[src/rtl/timer_bank.sv]
// timer_bank: multi-channel DIV/TIMA/TMA/TAC timer sharing one M-cycle prescaler,
// with falling-edge tap detection and a one-tick delayed TMA reload per channel.
module timer_bank #(
    parameter int NUM_TIMERS = 1,
    parameter int CNT_W      = 8,
    parameter int PRESCALE_W = 14,
    parameter int ADDR_W     = 5
) (
    input  logic                  iClock,
    input  logic                  iReset,
    input  logic                  iTick,
    input  logic                  iMcuWe,
    input  logic [ADDR_W-1:0]     iMcuRegSelect,
    input  logic [CNT_W-1:0]      iMcuWriteData,
    output logic [CNT_W-1:0]      oReadData,
    output logic [7:0]            oDiv,
    output logic [NUM_TIMERS-1:0] oInterrupt
);
    typedef enum logic [1:0] {RUN, OVF_PEND, RELOAD} state_t;
    logic [PRESCALE_W-1:0] presc_q, presc_d;
    logic [CNT_W-1:0]      tima_q [NUM_TIMERS];
    logic [CNT_W-1:0]      tima_d [NUM_TIMERS];
    logic [CNT_W-1:0]      tma_q  [NUM_TIMERS];
    logic [CNT_W-1:0]      tma_d  [NUM_TIMERS];
    logic [2:0]            tac_q  [NUM_TIMERS];
    logic [2:0]            tac_d  [NUM_TIMERS];
    state_t                st_q   [NUM_TIMERS];
    state_t                st_d   [NUM_TIMERS];
    logic [NUM_TIMERS-1:0] e_q, e_d, irq_q, irq_d, tima_we, tma_we, tac_we;
    logic [3:0]            taps;
    logic                  div_we;
    assign div_we = iMcuWe && iMcuRegSelect == '0;
    // Tap selected by TAC[1:0]: 00->bit7, 01->bit1, 10->bit3, 11->bit5
    assign taps = {presc_q[5], presc_q[3], presc_q[1], presc_q[7]};
    assign oDiv = presc_q[PRESCALE_W-1 -: 8];
    assign oInterrupt = irq_q;
    genvar i;
    generate
        for (i = 0; i < NUM_TIMERS; i++) begin : g_dec
            assign tima_we[i] = iMcuWe && iMcuRegSelect == ADDR_W'(3*i+1);
            assign tma_we[i]  = iMcuWe && iMcuRegSelect == ADDR_W'(3*i+2);
            assign tac_we[i]  = iMcuWe && iMcuRegSelect == ADDR_W'(3*i+3);
        end
    endgenerate
    always_comb begin
        presc_d = div_we ? '0 : presc_q + PRESCALE_W'(iTick);
        for (int n = 0; n < NUM_TIMERS; n++) begin
            e_d[n]    = tac_q[n][2] & taps[tac_q[n][1:0]];
            tima_d[n] = tima_q[n];
            tma_d[n]  = tma_we[n] ? iMcuWriteData : tma_q[n];
            tac_d[n]  = tac_we[n] ? iMcuWriteData[2:0] : tac_q[n];
            st_d[n]   = st_q[n];
            irq_d[n]  = 1'b0;
            case (st_q[n])
                RUN: begin
                    if (tima_we[n]) tima_d[n] = iMcuWriteData;
                    else if (e_q[n] & ~e_d[n]) begin
                        tima_d[n] = tima_q[n] + 1'b1;
                        st_d[n]   = &tima_q[n] ? OVF_PEND : RUN;
                    end
                end
                OVF_PEND: begin
                    if (tima_we[n]) begin
                        tima_d[n] = iMcuWriteData;
                        st_d[n]   = RUN;
                    end else if (iTick) begin
                        tima_d[n] = tma_q[n];
                        irq_d[n]  = 1'b1;
                        st_d[n]   = RELOAD;
                    end
                end
                RELOAD: begin
                    if (tma_we[n]) tima_d[n] = iMcuWriteData;
                    if (iTick) st_d[n] = RUN;
                end
                default: st_d[n] = RUN;
            endcase
        end
    end
    always_ff @(posedge iClock or posedge iReset) begin
        if (iReset) begin
            presc_q <= '0;
            e_q     <= '0;
            irq_q   <= '0;
            for (int n = 0; n < NUM_TIMERS; n++) begin
                tima_q[n] <= '0;
                tma_q[n]  <= '0;
                tac_q[n]  <= '0;
                st_q[n]   <= RUN;
            end
        end else begin
            presc_q <= presc_d;
            e_q     <= e_d;
            irq_q   <= irq_d;
            for (int n = 0; n < NUM_TIMERS; n++) begin
                tima_q[n] <= tima_d[n];
                tma_q[n]  <= tma_d[n];
                tac_q[n]  <= tac_d[n];
                st_q[n]   <= st_d[n];
            end
        end
    end
    always_comb begin
        oReadData = iMcuRegSelect == '0 ? CNT_W'(oDiv) : '0;
        for (int n = 0; n < NUM_TIMERS; n++) begin
            if (iMcuRegSelect == ADDR_W'(3*n+1)) oReadData = tima_q[n];
            if (iMcuRegSelect == ADDR_W'(3*n+2)) oReadData = tma_q[n];
            if (iMcuRegSelect == ADDR_W'(3*n+3)) oReadData = CNT_W'(tac_q[n]);
        end
    end
endmodule

[config.mk]
export PLATFORM = sky130hd
export DESIGN_NAME = timer_bank
export DESIGN_NICKNAME = d
export VERILOG_FILES = /design/src/rtl/timer_bank.sv
export SDC_FILE = /design/constraint.sdc
export NUM_CORES = 1
export LEC_CHECK = 0
export ABC_AREA = 1
export CORE_UTILIZATION = 47
export DETAILED_ROUTE_END_ITERATION = 16
export DONT_BUFFER_PORTS = 1
export PLACE_DENSITY = 0.72
export SYNTH_ARGS = -nofsm -noshare
export SYNTH_HDL_FRONTEND = slang
export SYNTH_SLANG_ARGS = --single-unit
[constraint.sdc]
create_clock -name iClock -period 3.29 [get_ports iClock]
set_input_delay 0.1645 -clock iClock [delete_from_list [all_inputs] [get_ports iClock]]
set_output_delay 0.1645 -clock iClock [all_outputs]
set_load 0.02 [all_outputs]
==> impl_metrics.toml, run 1 <==
[sta]
relSlewSlack_pct = 59.2
setup_viol_count_final = 0
clock_skew_ns = 0.00381
finalMaxSlewViolations = 0
fmax_mhz = 521
worstMarginPinSlew_ns = 0.624
fin_crit_sh_pct = 58.4
tns_ns = 0
fin_crit_ns = 1.92
grt_setup_unrepaired = "false"
hold_violations = 0

[route]
via_per_inst = 5.22
drc_errors = 0
ant_nets = 0
drt_iter0_markers = 168
wl_per_cell_um = 14.7
first_pass_iters = 4
vias = 2192
wl_um = 6170

[cts]
cts.sinks = 37
cts_tree = "yes"
clkTransAtPathRegs_ns = 0.08
htree_levels = 2
cts.path.max_buffers = 2
cts_root_buffer = "clkbuf_8"
clock_latency_ns = 0.30
cts_buffers = 5
cts-resized-gates = 0

[setup_path]
end_kind = "flop"
crit_required_ns = 3.49
ff2ff_setup_slack_ns = 1.37
crit_arrival_ns = 2.12
crit_type = "reg -> reg"
r2r_start = "st_q[0]"
r2r_cells = 9
r2r_end = "tima_q[3]"
startpoint_type = "flop"
cp_max_fo = 12

[global_route]
grt_pass1_wl_um = 10100
grt_antenna_before_repair = 0
overflow = 0
grt_start_max_net_pins = 38
grt_pass1_vias = 2105
track_usage_pct = 24.6

[final_layout]
drive_above_1_share_pct = 8.29
syn_to_final_growth_pct = 9.25
diodes = 0
fin_nets = 373
postLayoutCoreUtil_pct = 53.3

[power_and_ir_drop]
leakage_uw = 0.00138
ir_drop_uv = 339
power_density_nw_per_um2 = 568

[logic_synthesis]
synth.avg_cell_area_um2 = 7.18
synth_area_um2 = 2480
ys_seq_area_share_pct = 37.4
synth.area.top_cells = "dfrtp_1 37%, nand2_1 18%, inv_1 6.5%"
ys_types = 32
synthCells = 345
yosysWarnings = 0
synthesis.nets = 369
netlist.area_leader.share_pct = 37.4
synth_area_leader_cell = "dfrtp_1"
ys_seq_elements = 37

[floorplanning]
fp.dieArea_um2 = 5560
fp.dieW_um = 74.6
die_y_um = 74.6
num_io_pins = 34
initial_core_util_pct = 48.8
rows = 26
core_area_um2 = 5070

[run_status]
outcome = "finished clean"

[worst_hold_path]
whs_path_depth = 2
worstHoldStart = "iMcuWriteData[0]"
hold_class = "in -> reg"
holdPathEnd = "tac_q[0]"

[placed_design]
hpwl_um = 4450
gp_congestion = 0.908
portBuffers = 0

[run]
maxCapViolCount = 0
[cell usage after synthesis]
| cell type | count |
|---|---|
| a21oi_1 | 14 |
| and3_2 | 1 |
| buf_2 | 3 |
| buf_4 | 8 |
| clkbuf_1 | 3 |
| clkinv_1 | 1 |
| dfrtp_1 | 37 |
| ha_1 | 7 |
| inv_1 | 43 |
| inv_2 | 2 |
| inv_4 | 1 |
| mux2_1 | 1 |
| nand2_1 | 117 |
| nand2_2 | 4 |
| nand2_4 | 1 |
| nand3_1 | 30 |
| nand3_2 | 1 |
| nand3_4 | 1 |
| nand3b_1 | 1 |
| nand4_1 | 8 |
| nand4_4 | 2 |
| nor2_1 | 24 |
| nor2_2 | 1 |
| nor2_4 | 5 |
| nor2_8 | 1 |
| nor3_1 | 6 |
| o2111ai_1 | 1 |
| o21ai_0 | 9 |
| o21bai_1 | 1 |
| o221ai_1 | 5 |
| o22ai_1 | 2 |
| xor2_1 | 4 |
[where the power goes]
group	internal (µW)	total [µW]	leakage [µW]	switching, µW
clock	247	430	0.0000574	183
sequential	573	721	0.000465	147
combinational	147	385	0.000854	238
total	967	1540	0.00138	568
[critical path, stage by stage, from the launching register on]
cell and delay [ns]:
dfrtp_1 0.39, inv_1 0.08, ha_1 0.51, clkinv_1 0.34, a21oi_1 0.18, o21ai_0 0.10
nand2_1 0.07, nand2_1 0.05, nand2_1 0.06, nand2_1 0.04
[flip-flops by register name, summed over array words and instances (netlist names)]
signal and flops:
oInterrupt 1, tac_q 3, presc_q 14, tma_q 8
tima_q 8, st_q 2, e_q 1
[final cells by class]
class	count	area, µm²
clock buffer	6	82.6
clock inverter	2	37.5
fill	521	2370
inverter	47	179
multi-input combinational	247	1280
sequential	37	926
tap	70	87.6
timing repair buffer	11	108
[logic make-up (layout without fill, tap and decap cells)]
logic type,Yosys count,count (layout),synth area share (%)
AND/OR/NAND/NOR,203,203,38.9
buffers and inverters,61,66,10.7
flip-flops,37,37,37.4
AO/OA/AOI/OAI,32,32,7.58
adder cells (fa/ha/maj),7,7,3.54
XOR/XNOR,4,4,1.41
multiplexers,1,1,0.455
[per-layer routing]
| layer | track usage (%) | share of wire [%] |
|---|---|---|
| met5 | 0 | 0 |
| met4 | 11.1 | 2.4 |
| met3 | 5.96 | 7.6 |
| met2 | 39.4 | 46 |
| met1 | 31.4 | 44 |
[how the worst max path moves through the flow]
| stage | from | to | slack, ns |
|---|---|---|---|
| after floorplan | presc_q[0] | presc_q[10] | 1.77 |
| after global placement | st_q[0] | tima_q[5] | 1.51 |
| after detailed placement | st_q[0] | tima_q[3] | 1.45 |
| after CTS | st_q[0] | tima_q[3] | 1.41 |
| after global routing | st_q[0] | tima_q[3] | 1.21 |
| final | st_q[0] | tima_q[3] | 1.37 |
[per-stage QoR]
stage                     hold slack (ns)  worst slack, ns  cells  power [µW]  instance area (µm²)
after floorplan                     0.274             1.77    345        1030                 2480
after global placement              0.200             1.51    402        1090                 2480
after detailed placement            0.206             1.45    402        1100                 2480
after CTS                          0.0226             1.41    420        1540                 2710
after global routing               0.0251             1.21    420        1640                 2710
final                              0.0299             1.37    420        1540                 2710
[layout by cell type (no fill, tap or decap), drive strengths merged]
cell | netlist | final
a21oi | 14 | 14
and3 | 1 | 1
buf | 11 | 1
bufinv | 0 | 1
clkbuf | 3 | 6
clkinv | 1 | 1
clkinvlp | 0 | 1
dfrtp | 37 | 37
dlygate4sd3 | 0 | 10
ha | 7 | 7
inv | 46 | 46
mux2 | 1 | 1
nand2 | 122 | 122
nand3 | 32 | 32
nand3b | 1 | 1
nand4 | 10 | 10
nor2 | 31 | 31
nor3 | 6 | 6
o2111ai | 1 | 1
o21ai | 9 | 9
o21bai | 1 | 1
o221ai | 5 | 5
o22ai | 2 | 2
xor2 | 4 | 4
[timing repair]
action / in CTS / in global routing
hold buffers: 10 / 0
endpoints found under the hold margin: 47 / 0
setup buffers: 0 / 0
Power figures use the tool's default switching activity.
==> inputs of run 2 (changes only) <==
--- a/config.mk
+++ b/config.mk
@@ -9,7 +9,7 @@
 export CORE_UTILIZATION = 47
 export DETAILED_ROUTE_END_ITERATION = 16
 export DONT_BUFFER_PORTS = 1
-export PLACE_DENSITY = 0.72
+export PLACE_DENSITY = 0.74
 export SYNTH_ARGS = -nofsm -noshare
 export SYNTH_HDL_FRONTEND = slang
 export SYNTH_SLANG_ARGS = --single-unit
==> constraint.sdc (replaced) <==
create_clock -name iClock -period 1.7 [get_ports iClock]
set_input_delay 0.085 -clock iClock [delete_from_list [all_inputs] [get_ports iClock]]
set_output_delay 0.085 -clock iClock [all_outputs]
set_load 0.02 [all_outputs]
==> run 2 against run 1 <==
- the flow now finishes with violations (hold timing)
- cell count is 3.1% higher
- maximum frequency is 21% higher
- setup slack worse by 1.3 ns
- sequential share of layout area is 1.3 points lower
- clock skew is 0.0065 ns higher
- combinational power is 120% higher
- utilization is 2.1 points higher
- clock-buffer cell count is 1 lower
- flip-flop and latch count stayed put
- clock power is 54% higher
- routed wire length is 2.0% lower
==> impl_metrics.toml, run 2 (synthesis gave the netlist of run 1 again) <==
[cts]
clock_latency_ns = 0.30
cts_buffers = 5
cts_tree = "yes"
cts_root_buffer = "clkbuf_8"
cts.sinks = 37
htree_levels = 2
clkTransAtPathRegs_ns = 0.08
cts.path.max_buffers = 2

[global_route]
grt_pass1_vias = 2113
grtUsageMet2_pct = 37.6
overflow = 0
grt_pass1_wl_um = 9650
grt_start_max_net_pins = 38
grt_util_met1_pct = 29.8
track_usage_pct = 23.0
busiest_layer = "met2"
grt_antenna_before_repair = 0
met3_usage_pct = 5.42

[route]
wl_um = 6050
first_pass_iters = 5
ant_nets = 0
drt_iter0_markers = 229
drc_errors = 0
vias = 2238
wl_per_cell_um = 14.0
via_per_inst = 5.17

[floorplanning]
initial_core_util_pct = 48.8
core_area_um2 = 5070
fp.dieArea_um2 = 5560
num_io_pins = 34
rows = 26
die_y_um = 74.6
fp.dieW_um = 74.6

[sta]
hold_violations = 1
worstMarginPinSlew_ns = 0.577
tns_ns = 0
timing.hold.ws_ns = -0.00241
fmax_mhz = 628
fin_crit_ns = 1.59
fin_crit_sh_pct = 93.6
setup_viol_count_final = 0
finalMaxSlewViolations = 0
relSlewSlack_pct = 61.5
clock_skew_ns = 0.0104

[final_layout]
diodes = 0
largest_reg_flops = 14
reg.largest.list = "presc_q: 14 flops, tima_q: 8 flops, tma_q: 8 flops"
fin_nets = 386
largest_register = "presc_q"
syn_to_final_growth_pct = 13.6
final_common_cell = "nand2_1"
mostFrequentLayoutCells = "117 x nand2_1, 43 x inv_1, 37 x dfrtp_1"
drive_above_1_share_pct = 13.2
finalNonFillerCells = 433
postLayoutCoreUtil_pct = 55.4

[placed_design]
dp.cells = 411
gp_congestion = 0.821
portBuffers = 0
hpwl_um = 4430

[power_and_ir_drop]
p_total_uw = 2860
p_sw_share_pct = 39.6
power_switching_uw = 1130
power_density_nw_per_um2 = 1020
ir_drop_uv = 445
p_seq_share_pct = 47.2
p_int_uw = 1730
clock_power_share_pct = 23.2
leakage_uw = 0.00143
p_comb_share_pct = 29.6

[setup_path]
cp_max_fo = 11
crit_required_ns = 1.90
end_kind = "flop"
crit_arrival_ns = 1.79
startpoint_type = "flop"
crit_type = "reg -> reg"

[worst_hold_path]
hold_class = "in -> reg"

[run_status]
violations = "hold timing"
outcome = "complete, but fails checks"

[run]
maxCapViolCount = 0
run 2: cell count changes in the layout (fill, tap and decap cells not counted), sizes merged:
cell / previous run / this run
inv: 46 / 47
clkbuf: 6 / 5
clkinvlp: 1 / 3
buf: 1 / 13
bufinv: 1 / 0
run 2: layer usage:
metal  wire, µm  vias to the layer above
met4        121                        0
met2       2860                       71
li1           -                     1130
met5          0                        -
met3        390                       12
met1       2680                     1025
run 2: stage by stage:
stage / instance area, µm² / setup WS [ns]
final: 2810 / 0.108
after global routing: 2810 / -0.0141
after global placement: 2550 / 0.117
after detailed placement: 2550 / 0.0318
after CTS: 2750 / 0.0591
after floorplan: 2480 / 0.179
run 2: worst max-delay path: stages (launching register included):
cell     delay (ns)
dfrtp_1        0.40
inv_1          0.11
ha_4           0.32
buf_6          0.15
nand2_1        0.07
nand2_2        0.07
inv_1          0.08
nand2_1        0.07
nand4_1        0.10
nand2_1        0.09
nand2_1        0.04
run 2: timing repair:
action | CTS | global route
cloned | 0 | 1
endpoints found under the setup margin | 1 | 7
resized for setup | 1 | 8
hold endpoints to repair | 50 | 0
pin swaps | 0 | 1
hold buffers | 10 | 0
buffers inserted | 0 | 3
run 2: cell type report:
cell class,instances,area [µm²]
Timing Repair inverter,1,5.00
Sequential cell,37,926
Fill cell,493,2260
Inverter,47,183
Clock buffer,5,68.8
Multi-Input combinational cell,247,1320
Clock inverter,3,25.0
Tap cell,70,87.6
Timing Repair Buffer,23,201
run 2: path summary, 6_finish.rpt:
check / to / slack (ns) / depth (start not counted) / start
worst max-delay path: tima_q[2] / 0.11 / 10 / st_q[1]
worst min-delay path: tima_q[3] / -0.002 / 4 / iMcuWriteData[3]
worst max register to register: tima_q[2] / 0.11 / 10 / st_q[1]
worst min register to register: tma_q[1] / 0.52 / 2 / tma_q[1]
max in group asynchronous: tima_q[0] / 1.03 / 3 / iReset
min in group asynchronous: presc_q[6] / 0.33 / 3 / iReset
run 2: power groups by stage:
stage | Sequential, µW | Combinational (µW) | Clock [µW]
floorplan | 1270 | 728 | 0
global placement | 1350 | 797 | 0
detailed placement | 1350 | 816 | 0
CTS | 1340 | 842 | 675
global route | 1390 | 974 | 710
finish | 1350 | 846 | 663
